==> src/rtl/ecc_secded_pipe.sv <==
// SECDED extended-Hamming codec: registered encoder plus a 2-stage pipelined
// decoder/corrector, both with valid/ready backpressure and saturating error counters.
module ecc_secded_pipe #(
  parameter int DATA_W = 32,
  parameter int PAR_W  = 6,
  parameter int CNT_W  = 16
) (
  input  logic                            clk,
  input  logic                            rst_n,
  input  logic                            enc_in_valid,
  output logic                            enc_in_ready,
  input  logic [DATA_W-1:0]               enc_in_data,
  output logic                            enc_out_valid,
  input  logic                            enc_out_ready,
  output logic [DATA_W+PAR_W:0]           enc_out_code,
  input  logic                            dec_in_valid,
  output logic                            dec_in_ready,
  input  logic [DATA_W+PAR_W:0]           dec_in_code,
  output logic                            dec_out_valid,
  input  logic                            dec_out_ready,
  output logic [DATA_W-1:0]               dec_out_data,
  output logic                            dec_out_sec,
  output logic                            dec_out_ded,
  output logic [PAR_W-1:0]                dec_out_syndrome,
  input  logic                            cnt_clr,
  output logic [CNT_W-1:0]                sec_cnt,
  output logic [CNT_W-1:0]                ded_cnt
);

  localparam int CODE_W = DATA_W + PAR_W + 1;
  localparam logic [PAR_W-1:0] LAST_POS = PAR_W'(CODE_W - 1);

  generate
    if (DATA_W < 1 || (2 ** PAR_W) < CODE_W || (2 ** (PAR_W - 1)) >= (DATA_W + PAR_W)) begin : g_bad_params
      $error("ecc_secded_pipe: PAR_W must be the smallest value with 2**PAR_W >= DATA_W+PAR_W+1");
    end
  endgenerate

  function automatic logic f_is_pow2(input int p);
    return (p & (p - 1)) == 0;
  endfunction

  // Data fills non-power-of-two positions ascending; parity bits then cover them.
  function automatic logic [CODE_W-1:0] f_encode(input logic [DATA_W-1:0] d);
    logic [CODE_W-1:0] c;
    logic              par;
    int                j;
    c = '0;
    j = 0;
    for (int p = 1; p < CODE_W; p++) begin
      if (!f_is_pow2(p)) begin
        c[p] = d[j];
        j++;
      end
    end
    for (int k = 0; k < PAR_W; k++) begin
      par = 1'b0;
      for (int p = 1; p < CODE_W; p++) begin
        if (p[k] && !f_is_pow2(p)) par = par ^ c[p];
      end
      c[1 << k] = par;
    end
    c[0] = ^c[CODE_W-1:1];
    return c;
  endfunction

  function automatic logic [DATA_W-1:0] f_extract(input logic [CODE_W-1:0] c);
    logic [DATA_W-1:0] d;
    int                j;
    d = '0;
    j = 0;
    for (int p = 1; p < CODE_W; p++) begin
      if (!f_is_pow2(p)) begin
        d[j] = c[p];
        j++;
      end
    end
    return d;
  endfunction

  // ---------------- encoder ----------------
  logic              r_enc_valid;
  logic [CODE_W-1:0] r_enc_code;
  logic              w_enc_take;

  assign enc_in_ready = !r_enc_valid || enc_out_ready;
  assign w_enc_take   = enc_in_valid && enc_in_ready;

  always_ff @(posedge clk or negedge rst_n) begin
    if (!rst_n) begin
      r_enc_valid <= 1'b0;
      r_enc_code  <= '0;
    end else if (w_enc_take) begin
      r_enc_valid <= 1'b1;
      r_enc_code  <= f_encode(enc_in_data);
    end else if (enc_out_ready) begin
      r_enc_valid <= 1'b0;
    end
  end

  assign enc_out_valid = r_enc_valid;
  assign enc_out_code  = r_enc_code;

  // ---------------- decoder stage 1 ----------------
  logic              w_s2_en;
  logic              w_s1_en;
  logic [PAR_W-1:0]  w_syn;
  logic              r_s1_valid;
  logic [CODE_W-1:0] r_s1_code;
  logic [PAR_W-1:0]  r_s1_syn;
  logic              r_s1_ovr;

  assign w_s2_en      = !dec_out_valid || dec_out_ready;
  assign w_s1_en      = !r_s1_valid || w_s2_en;
  assign dec_in_ready = w_s1_en;

  always_comb begin
    w_syn = '0;
    for (int p = 1; p < CODE_W; p++) begin
      if (dec_in_code[p]) w_syn = w_syn ^ p[PAR_W-1:0];
    end
  end

  always_ff @(posedge clk or negedge rst_n) begin
    if (!rst_n) begin
      r_s1_valid <= 1'b0;
      r_s1_code  <= '0;
      r_s1_syn   <= '0;
      r_s1_ovr   <= 1'b0;
    end else if (w_s1_en) begin
      r_s1_valid <= dec_in_valid;
      if (dec_in_valid) begin
        r_s1_code <= dec_in_code;
        r_s1_syn  <= w_syn;
        r_s1_ovr  <= ^dec_in_code;
      end
    end
  end

  // ---------------- decoder stage 2 ----------------
  logic              w_nz;
  logic              w_sec;
  logic              w_ded;
  logic [CODE_W-1:0] w_fixed;
  logic              r_dout_valid;
  logic [DATA_W-1:0] r_dout_data;
  logic              r_dout_sec;
  logic              r_dout_ded;
  logic [PAR_W-1:0]  r_dout_syn;

  // Syndromes beyond the last position only arise from multi-bit errors in a shortened code.
  assign w_nz  = |r_s1_syn;
  assign w_sec = r_s1_ovr && (!w_nz || (r_s1_syn <= LAST_POS));
  assign w_ded = w_nz && (!r_s1_ovr || (r_s1_syn > LAST_POS));

  always_comb begin
    w_fixed = r_s1_code;
    for (int p = 1; p < CODE_W; p++) begin
      if (w_sec && (r_s1_syn == PAR_W'(p))) w_fixed[p] = ~r_s1_code[p];
    end
  end

  always_ff @(posedge clk or negedge rst_n) begin
    if (!rst_n) begin
      r_dout_valid <= 1'b0;
      r_dout_data  <= '0;
      r_dout_sec   <= 1'b0;
      r_dout_ded   <= 1'b0;
      r_dout_syn   <= '0;
    end else if (w_s2_en) begin
      r_dout_valid <= r_s1_valid;
      if (r_s1_valid) begin
        r_dout_data <= f_extract(w_fixed);
        r_dout_sec  <= w_sec;
        r_dout_ded  <= w_ded;
        r_dout_syn  <= r_s1_syn;
      end
    end
  end

  assign dec_out_valid    = r_dout_valid;
  assign dec_out_data     = r_dout_data;
  assign dec_out_sec      = r_dout_sec;
  assign dec_out_ded      = r_dout_ded;
  assign dec_out_syndrome = r_dout_syn;

  // ---------------- counters ----------------
  logic             w_out_hs;
  logic [CNT_W-1:0] r_sec_cnt;
  logic [CNT_W-1:0] r_ded_cnt;

  assign w_out_hs = r_dout_valid && dec_out_ready;

  always_ff @(posedge clk or negedge rst_n) begin
    if (!rst_n) begin
      r_sec_cnt <= '0;
      r_ded_cnt <= '0;
    end else if (cnt_clr) begin
      r_sec_cnt <= '0;
      r_ded_cnt <= '0;
    end else if (w_out_hs) begin
      if (r_dout_sec && (r_sec_cnt != '1)) r_sec_cnt <= r_sec_cnt + CNT_W'(1);
      if (r_dout_ded && (r_ded_cnt != '1)) r_ded_cnt <= r_ded_cnt + CNT_W'(1);
    end
  end

  assign sec_cnt = r_sec_cnt;
  assign ded_cnt = r_ded_cnt;

endmodule
==> config.mk <==
export PLATFORM = sky130hd
export DESIGN_NAME = ecc_secded_pipe
export DESIGN_NICKNAME = d
export VERILOG_FILES = /design/src/rtl/ecc_secded_pipe.sv
export SDC_FILE = /design/constraint.sdc
export NUM_CORES = 1
export LEC_CHECK = 0
export BUFFER_PORTS_ARGS = -buffer_cell sky130_fd_sc_hd__buf_2
export CAP_MARGIN = 25
export CORE_ASPECT_RATIO = 1.4
export CORE_MARGIN = 1
export CORE_UTILIZATION = 51
export DETAILED_ROUTE_END_ITERATION = 8
export PLACE_DENSITY = 0.77
export SLEW_MARGIN = 20
export SYNTH_ARGS = -nofsm -noshare
export SYNTH_HDL_FRONTEND = slang
export SYNTH_SLANG_ARGS = --single-unit
==> constraint.sdc <==
create_clock -name clk -period 5.85 [get_ports clk]
set_clock_uncertainty 0.15 [all_clocks]
set_input_delay 1.755 -clock clk [delete_from_list [all_inputs] [get_ports clk]]
set_output_delay 1.755 -clock clk [all_outputs]
set_load 0.02 [all_outputs]
==> results of run 1 <==
[sequential cells by signal, summed over array words and instances, names as in the netlist]
name	flops
dec_out_sec	1
enc_out_code	39
sec_cnt	16
r_s1_valid	1
ded_cnt	16
r_s1_code	32
dec_out_syndrome	6
dec_out_data	32
r_s1_syn	6
dec_out_valid	1
enc_out_valid	1
dec_out_ded	1
r_s1_ovr	1
[cell families (layout without fill, tap and decap cells)]
group	Yosys count	in the layout	synth area share, %
AND/OR/NAND/NOR	214	214	12.7
XOR/XNOR	184	184	22.4
flip-flops	153	153	49.1
multiplexers	69	69	9.93
AO/OA/AOI/OAI	62	62	4.25
buffers and inverters	28	232	1.35
adder cells (fa/ha/maj)	2	2	0.321
[final timing paths]
path / from / to / slack (ps) / cells past startpoint
hold reg to reg: dec_out_syndrome[5]$_DFFE_PN0P_ / dec_out_syndrome[5]$_DFFE_PN0P_ / 320 / 2
min in group asynchronous: rst_n / sec_cnt[4]$_DFFE_PN0P_ / 1200 / 1
hold / removal: dec_out_syndrome[5]$_DFFE_PN0P_ / dec_out_syndrome[5]$_DFFE_PN0P_ / 320 / 2
max in group asynchronous: rst_n / enc_out_code[0]$_DFFE_PN0P_ / 3320 / 2
setup reg to reg: ded_cnt[0]$_DFFE_PN0P_ / ded_cnt[4]$_DFFE_PN0P_ / 3560 / 7
setup / recovery: dec_out_ready / dec_in_ready / 1720 / 3
[final cells by class]
class                      count  area, µm²  share of cell area [%]
timing repair buffer         197       1020                    10.6
sequential                   153       3830                    39.9
multi-input combinational    531       3870                    40.3
clock buffer                  20        457                    4.77
tap                          192        240                    2.51
clock inverter                12        164                    1.71
inverter                       3       11.3                   0.117
[cell usage in the layout, fill, tap and decap left out, types with 3 or more instances in the layout]
| master | netlist | routed |
|---|---|---|
| o21ai_0 | 43 | 43 |
| bufinv_16 | 0 | 3 |
| or3_1 | 5 | 5 |
| nand3b_1 | 3 | 3 |
| clkinvlp_4 | 0 | 4 |
| buf_2 | 0 | 191 |
| nor4_1 | 3 | 3 |
| inv_1 | 3 | 3 |
| nor2b_1 | 3 | 3 |
| a21oi_1 | 6 | 6 |
| dfrtp_1 | 153 | 153 |
| nand4_1 | 10 | 10 |
| inv_6 | 0 | 3 |
| clkbuf_16 | 0 | 17 |
| nor3_1 | 8 | 8 |
| xor2_1 | 55 | 55 |
| mux2_2 | 66 | 66 |
| buf_4 | 0 | 4 |
| xnor2_1 | 118 | 118 |
| nand2_1 | 95 | 94 |
| o21ai_1 | 7 | 7 |
| nand3_1 | 17 | 17 |
| nand2b_1 | 8 | 8 |
| and3_1 | 5 | 5 |
| nor2_1 | 44 | 44 |
| xnor3_1 | 7 | 7 |
[metal layers]
layer	share of wire, %	up-vias
li1	-	2771
met4	1.7	0
met3	4.7	22
met1	39	2807
met5	0	-
met2	55	197
[tightest hold or removal path, stage by stage (launching register included)]
cell and delay [ps]:
dfrtp_1 340, nand2_1 50, nand2_1 50
[through the flow]
step,total power (µW),instance area [µm²]
2_1_floorplan,2200,7800
3_3_place_gp,2550,8940
3_5_place_dp,2580,8960
4_1_cts,3740,9580
5_1_grt,3890,9580
6_report,3710,9580
[report_power, final]
part	internal, µW	switching [µW]
clock network	700	450
logic	501	637
registers	1250	171
==> summary.txt, run 1 <==
Status
  – Outcome: finished, final reports clean

GRT
  – Met2 Resource Use GR: 45.0%
  – Routing usage on met3: 4.25%
  – Vias in the first global route: 5,657
  – Largest net degree at the start of global routing: 77
  – Busiest layer in global routing: met2
  – GRT overflow: 0
  – All-Layer GR Usage: 23.9%
  – Met1 Usage GRT: 27.3%
  – Initial antenna violation count: 0
  – First-pass GRT wire length: 28,900 µm

Die
  – Placeable Area: 15,000 µm²
  – Die width: 107 µm
  – Boundary Pins: 193
  – Initial Utilization: 52.0%
  – Die Span Y: 148 µm
  – Die area: 15,800 µm²
  – Row count: 53

Yosys
  – Yosys top cell area share: 49.1%
  – Synth Register Bits: 153
  – Synth cell count leaders: dfrtp_1, xnor2_1, nand2_1, mux2_2, xor2_1
  – Mapped Cells: 712
  – Post-Syn Nets: 792
  – Synth warn: 0
  – Asr flop ratio synth: 100%
  – Avg Cell Area, Syn: 11.0 µm²
  – Most frequent cell after synthesis: dfrtp_1
  – Yosys top cell by area: dfrtp_1
  – Synth cell types: 41
  – Predominant post-synthesis flop cell: dfrtp_1
  – Synth Cell Area: 7800 µm²
  – Top cells by area, synth: dfrtp_1, xnor2_1, mux2_2
  – Post-synth EDFFs: 0
  – Seq/Total Area, Yosys: 49.1%

Worst setup path
  – CP Class: input port to primary output
  – CP most frequent cell: buf_2
  – Delay-heaviest family, CP: buffers and inverters
  – Worst path arrival time: 2230 ps
  – Data required, critical path: 3940 ps
  – CP max-delay cell: nand3b_1
  – CP endpoint kind: primary output
  – Buf/Inv on CP: 2
  – Crit path max fanout: 4
  – CP peak stage delay: 180 ps
  – CP startpoint kind: input port
  – Crit-path cells: buf_2 -> nand3b_1 -> buf_2

Clock network
  – Num CTS Buffers: 17
  – Root buffer cell: clkbuf_16
  – H-tree depth: 4
  – CTS tree: built
  – Clock transition at the registers of the reported paths: 60 ps
  – Clock tree buffer depth: 2
  – Latest clock arrival within the worst-skew pair: 420 ps
  – CTS Sinks: 153
  – Post-CTS Setup Inserts: 0
  – Hold buffer count at CTS: 0
  – Resized cells post-CTS: 0

Routing
  – Vias per cell: 5.23
  – DRT iter0 DRCs: 314
  – First-pass iteration count of the detailed router: 5
  – WL final: 18,300 µm
  – Wire length per cell: 16.5 µm
  – Total number of vias: 5,797
  – DRC errors left: 0
  – Antenna Nets Post-Route: 0

Finish
  – Fill cells: 1,273
  – N_diodes: 0
  – Nets: 983
  – Final instance count without filler cells: 1,108
  – Area Overhead vs Synth: 22.9%
  – Fraction of final layout cells sized beyond drive strength 1: 32.8%
  – Fin util: 64.0%

Timing
  – Max-slew violations: 0
  – Period utilization: 70.7%
  – Headroom to the max-slew limit: 44.3%
  – Hold slack: 321 ps
  – Setup tns final: 0 ps
  – Final hold violations: 0
  – Least-Margin Pin Slew: 833 ps
  – # setup viols final: 0
  – Final min period: 4130 ps
  – Unrepaired setup endpoints after global routing: no
  – Worst setup margin: 1720 ps
  – Max Fclk: 0.242 GHz

Place
  – Inst Count DP: 1,076
  – Worst slack at placement: 1720 ps
  – Input/output buffers: 192
  – Final HPWL DP: 13,800 µm
  – RD Place Congestion: 0.907

Flow run
  – Maxcap violations: 0

Power and ir drop
  – Peak VDD IR: 198 µV
  – PD cells: 387 nW/µm²
  – Leakage: 0.00434 µW

Worst hold path
  – HP Class: flop to flop
Power figures use the tool's default switching activity.
==> inputs of run 2 (changes only) <==
- ABC_AREA: unset -> 1
- CORE_UTILIZATION: 51 -> 50
- PLACE_DENSITY: 0.77 -> 0.78
- clock period: 5.85 -> 3.6 ns (I/O delays scaled with it)
==> run 2 against run 1 <==
Synthesized area is 9.4% higher. Sequential share of layout area is 2.7 points lower. Worst setup slack worse by 900 ps. Clock-buffer cell count is 1 higher. Global-route usage is 1.6 points higher. Critical path depth is 1 higher. Final area is 7.2% higher.
==> summary.txt, run 2 <==
GRT
  – Largest net degree at the start of global routing: 69 (-10%)
  – All-Layer GR Usage: 25.6% (+1.6 points)
  – Initial antenna violation count: 0 (unchanged)
  – Vias in the first global route: 7,157 (+27%)
  – First-pass GRT wire length: 34,800 µm (+21%)
  – GRT overflow: 0 (unchanged)

Yosys
  – Avg Cell Area, Syn: 7.80 µm² (-29%)
  – Synth cell count leaders: nand2_1, dfrtp_1, inv_1, o21ai_0
  – Synth warn: 0 (unchanged)
  – Post-Syn Nets: 1,174 (+48%)
  – Synth Cell Area: 8530 µm² (+9.4%)
  – Top cells by area, synth: dfrtp_1, nand2_1, xnor2_1
  – Yosys top cell by area: dfrtp_1
  – Seq/Total Area, Yosys: 44.9% (-4.2 points)
  – Asr flop ratio synth: 100% (unchanged)
  – Predominant post-synthesis flop cell: dfrtp_1
  – Yosys top cell area share: 44.9% (-4.2 points)
  – Most frequent cell after synthesis: nand2_1
  – Synth Register Bits: 153 (unchanged)
  – Post-synth EDFFs: 0 (unchanged)
  – Synth cell types: 40 (-2.4%)
  – Mapped Cells: 1,094 (+54%)

Worst setup path
  – CP startpoint kind: input port
  – Critical R2R Capture: sec_cnt[14]$_DFFE_PN0P_
  – Crit path max fanout: 3 (-1)
  – Worst path arrival time: 1560 ps (-670 ps)
  – R2r worst-path depth: 14 (+7)
  – Reg2Reg Launch Point: sec_cnt[0]$_DFFE_PN0P_
  – R2r setup slk: 1380 ps (-2180 ps)
  – Data required, critical path: 2370 ps (-1570 ps)
  – CP Class: input port to primary output
  – CP endpoint kind: primary output

Clock network
  – CTS tree: built
  – Num CTS Buffers: 17 (unchanged)
  – Root buffer cell: clkbuf_16
  – Hold buffer count at CTS: 0 (unchanged)
  – Clock transition at the registers of the reported paths: 60 ps (about the same)
  – Latest clock arrival within the worst-skew pair: 430 ps (about the same)
  – Clock tree buffer depth: 2 (unchanged)
  – Resized cells post-CTS: 0 (unchanged)
  – CTS Sinks: 153 (unchanged)
  – Post-CTS Setup Inserts: 0 (unchanged)
  – H-tree depth: 4 (unchanged)

Finish
  – Design area: 10,300 µm² (+7.2%)
  – Nets: 1,361 (+38%)
  – Largest register FFs: 39 (unchanged)
  – Fraction of final layout cells sized beyond drive strength 1: 20.1% (-13 points)
  – Most frequent cells in the layout: nand2_1, buf_2, dfrtp_1
  – Commonest non-fill, non-tap cell in the layout: nand2_1
  – Area Overhead vs Synth: 20.4%
  – N_diodes: 0 (unchanged)

Power and ir drop
  – PD cells: 588 nW/µm² (+52%)
  – Peak VDD IR: 365 µV (+85%)
  – Leakage: 0.00527 µW (+22%)

Place
  – RD Place Congestion: 0.841 (-7.3%)
  – Worst slack at placement: 736 ps (-980 ps)
  – Input/output buffers: 192 (unchanged)
  – Placed Instance Area: 9710 µm² (+8.3%)
  – Final HPWL DP: 16,800 µm (+21%)

Routing
  – Top Layer Used: met4
  – Wire length per cell: 14.7 µm (-11%)
  – Wl on met1: 8630 µm (+20%)
  – DRC errors left: 0 (unchanged)
  – Met2 wire len: 11,600 µm (+16%)
  – Total number of vias: 7,679 (+32%)
  – Antenna Nets Post-Route: 0 (unchanged)
  – First-pass iteration count of the detailed router: 5 (unchanged)
  – WL final: 22,000 µm (+20%)
  – Wire length on met3: 973 µm (+13%)
  – Vias per cell: 5.13 (-2.0%)
  – DRT iter0 DRCs: 528 (+68%)

Die
  – Initial Utilization: 50.9% (-1.1 points)
  – Die area: 17,600 µm² (+11%)
  – Row count: 56 (+5.7%)
  – Boundary Pins: 193 (unchanged)
  – Die width: 112 µm (+5.5%)
  – Placeable Area: 16,700 µm² (+12%)
  – Die Span Y: 157 µm (+5.6%)

Timing
  – Final hold violations: 0 (unchanged)
  – Unrepaired setup endpoints after global routing: no
  – Max-slew violations: 0 (unchanged)
  – Final min period: 2790 ps
  – Max Fclk: 0.359 GHz
  – Setup tns final: 0 ps (unchanged)
  – Worst setup margin: 814 ps (-903 ps)
  – Period utilization: 77.4%
  – Headroom to the max-slew limit: 62.9% (+19 points)
  – # setup viols final: 0 (unchanged)
  – Least-Margin Pin Slew: 556 ps (-277 ps)

Worst hold path
  – HP Class: flop to flop
  – Hold depth: 2 (unchanged)
  – Worst hold start: dec_out_data[28]$_DFFE_PN0P_
  – Worst Hold End: dec_out_data[28]$_DFFE_PN0P_

Status
  – Outcome: finished, final reports clean

Flow run
  – Maxcap violations: 0 (unchanged)
## run 2: changes by cell type after synthesis, moves of 12 or more
cell	change
a21oi_1	+12
inv_1	+87
mux2_2	-65
nand2_1	+305
nand3_1	+25
nor3_1	+12
o21ai_0	+36
xnor2_1	-47
xor2_1	+16
## run 2: through the flow
step	power (µW)	std cells	hold WS, ps	utilization [%]
after floorplan	3630	1094	318	-
after global placement	4270	1465	311	58.0
after detailed placement	4320	1465	310	58.0
after CTS	6060	1497	327	61.3
after global routing	6360	1497	346	61.3
final	6040	1497	324	61.3
## run 2: how the worst max path moves through the flow
stage	endpoint	from	slack [ps]	cells past startpoint
3_3_place_gp	enc_out_code[0]$_DFFE_PN0P_	enc_in_data[3]	800	21
3_5_place_dp	enc_out_code[0]$_DFFE_PN0P_	enc_in_data[23]	740	19
5_1_grt	dec_in_ready	dec_out_ready	760	4
2_1_floorplan	enc_out_code[0]$_DFFE_PN0P_	enc_in_data[10]	1040	14
4_1_cts	dec_in_ready	dec_out_ready	830	4
6_report	dec_in_ready	dec_out_ready	810	4
## run 2: layout make-up
type / count / area [µm²]
flip-flops and latches: 153 / 3830
well taps: 203 / 254
clock buffers: 21 / 440
fillers: 1475 / 6480
multi-input cells: 811 / 4200
clock inverters: 11 / 123
repair buffers: 200 / 1050
inverters: 98 / 368
## run 2: kinds of logic after synthesis
group	Yosys count	share of synthesized area [%]
multiplexers	1	0.132
AO/OA/AOI/OAI	126	7.82
XOR/XNOR	143	14.8
buffers and inverters	130	5.88
flip-flops	153	44.9
AND/OR/NAND/NOR	539	26.2
adder cells (fa/ha/maj)	2	0.293
## run 2: power by group
part | total, µW | internal (µW) | switching, µW
Clock | 1740 | 1020 | 718
Combinational | 1980 | 674 | 1310
Sequential | 2320 | 2060 | 254
Total | 6040 | 3760 | 2280
## run 2: layer usage
metal,vias to the layer above,track usage (%)
li1,3820,-
met1,3543,28.9
met2,260,46.2
met3,56,4.61
met4,0,12.8
met5,-,0
## run 2: worst max-delay path: stages
cell and delay [ps]:
buf_2 100, inv_1 60, nand3_1 120, buf_2 190
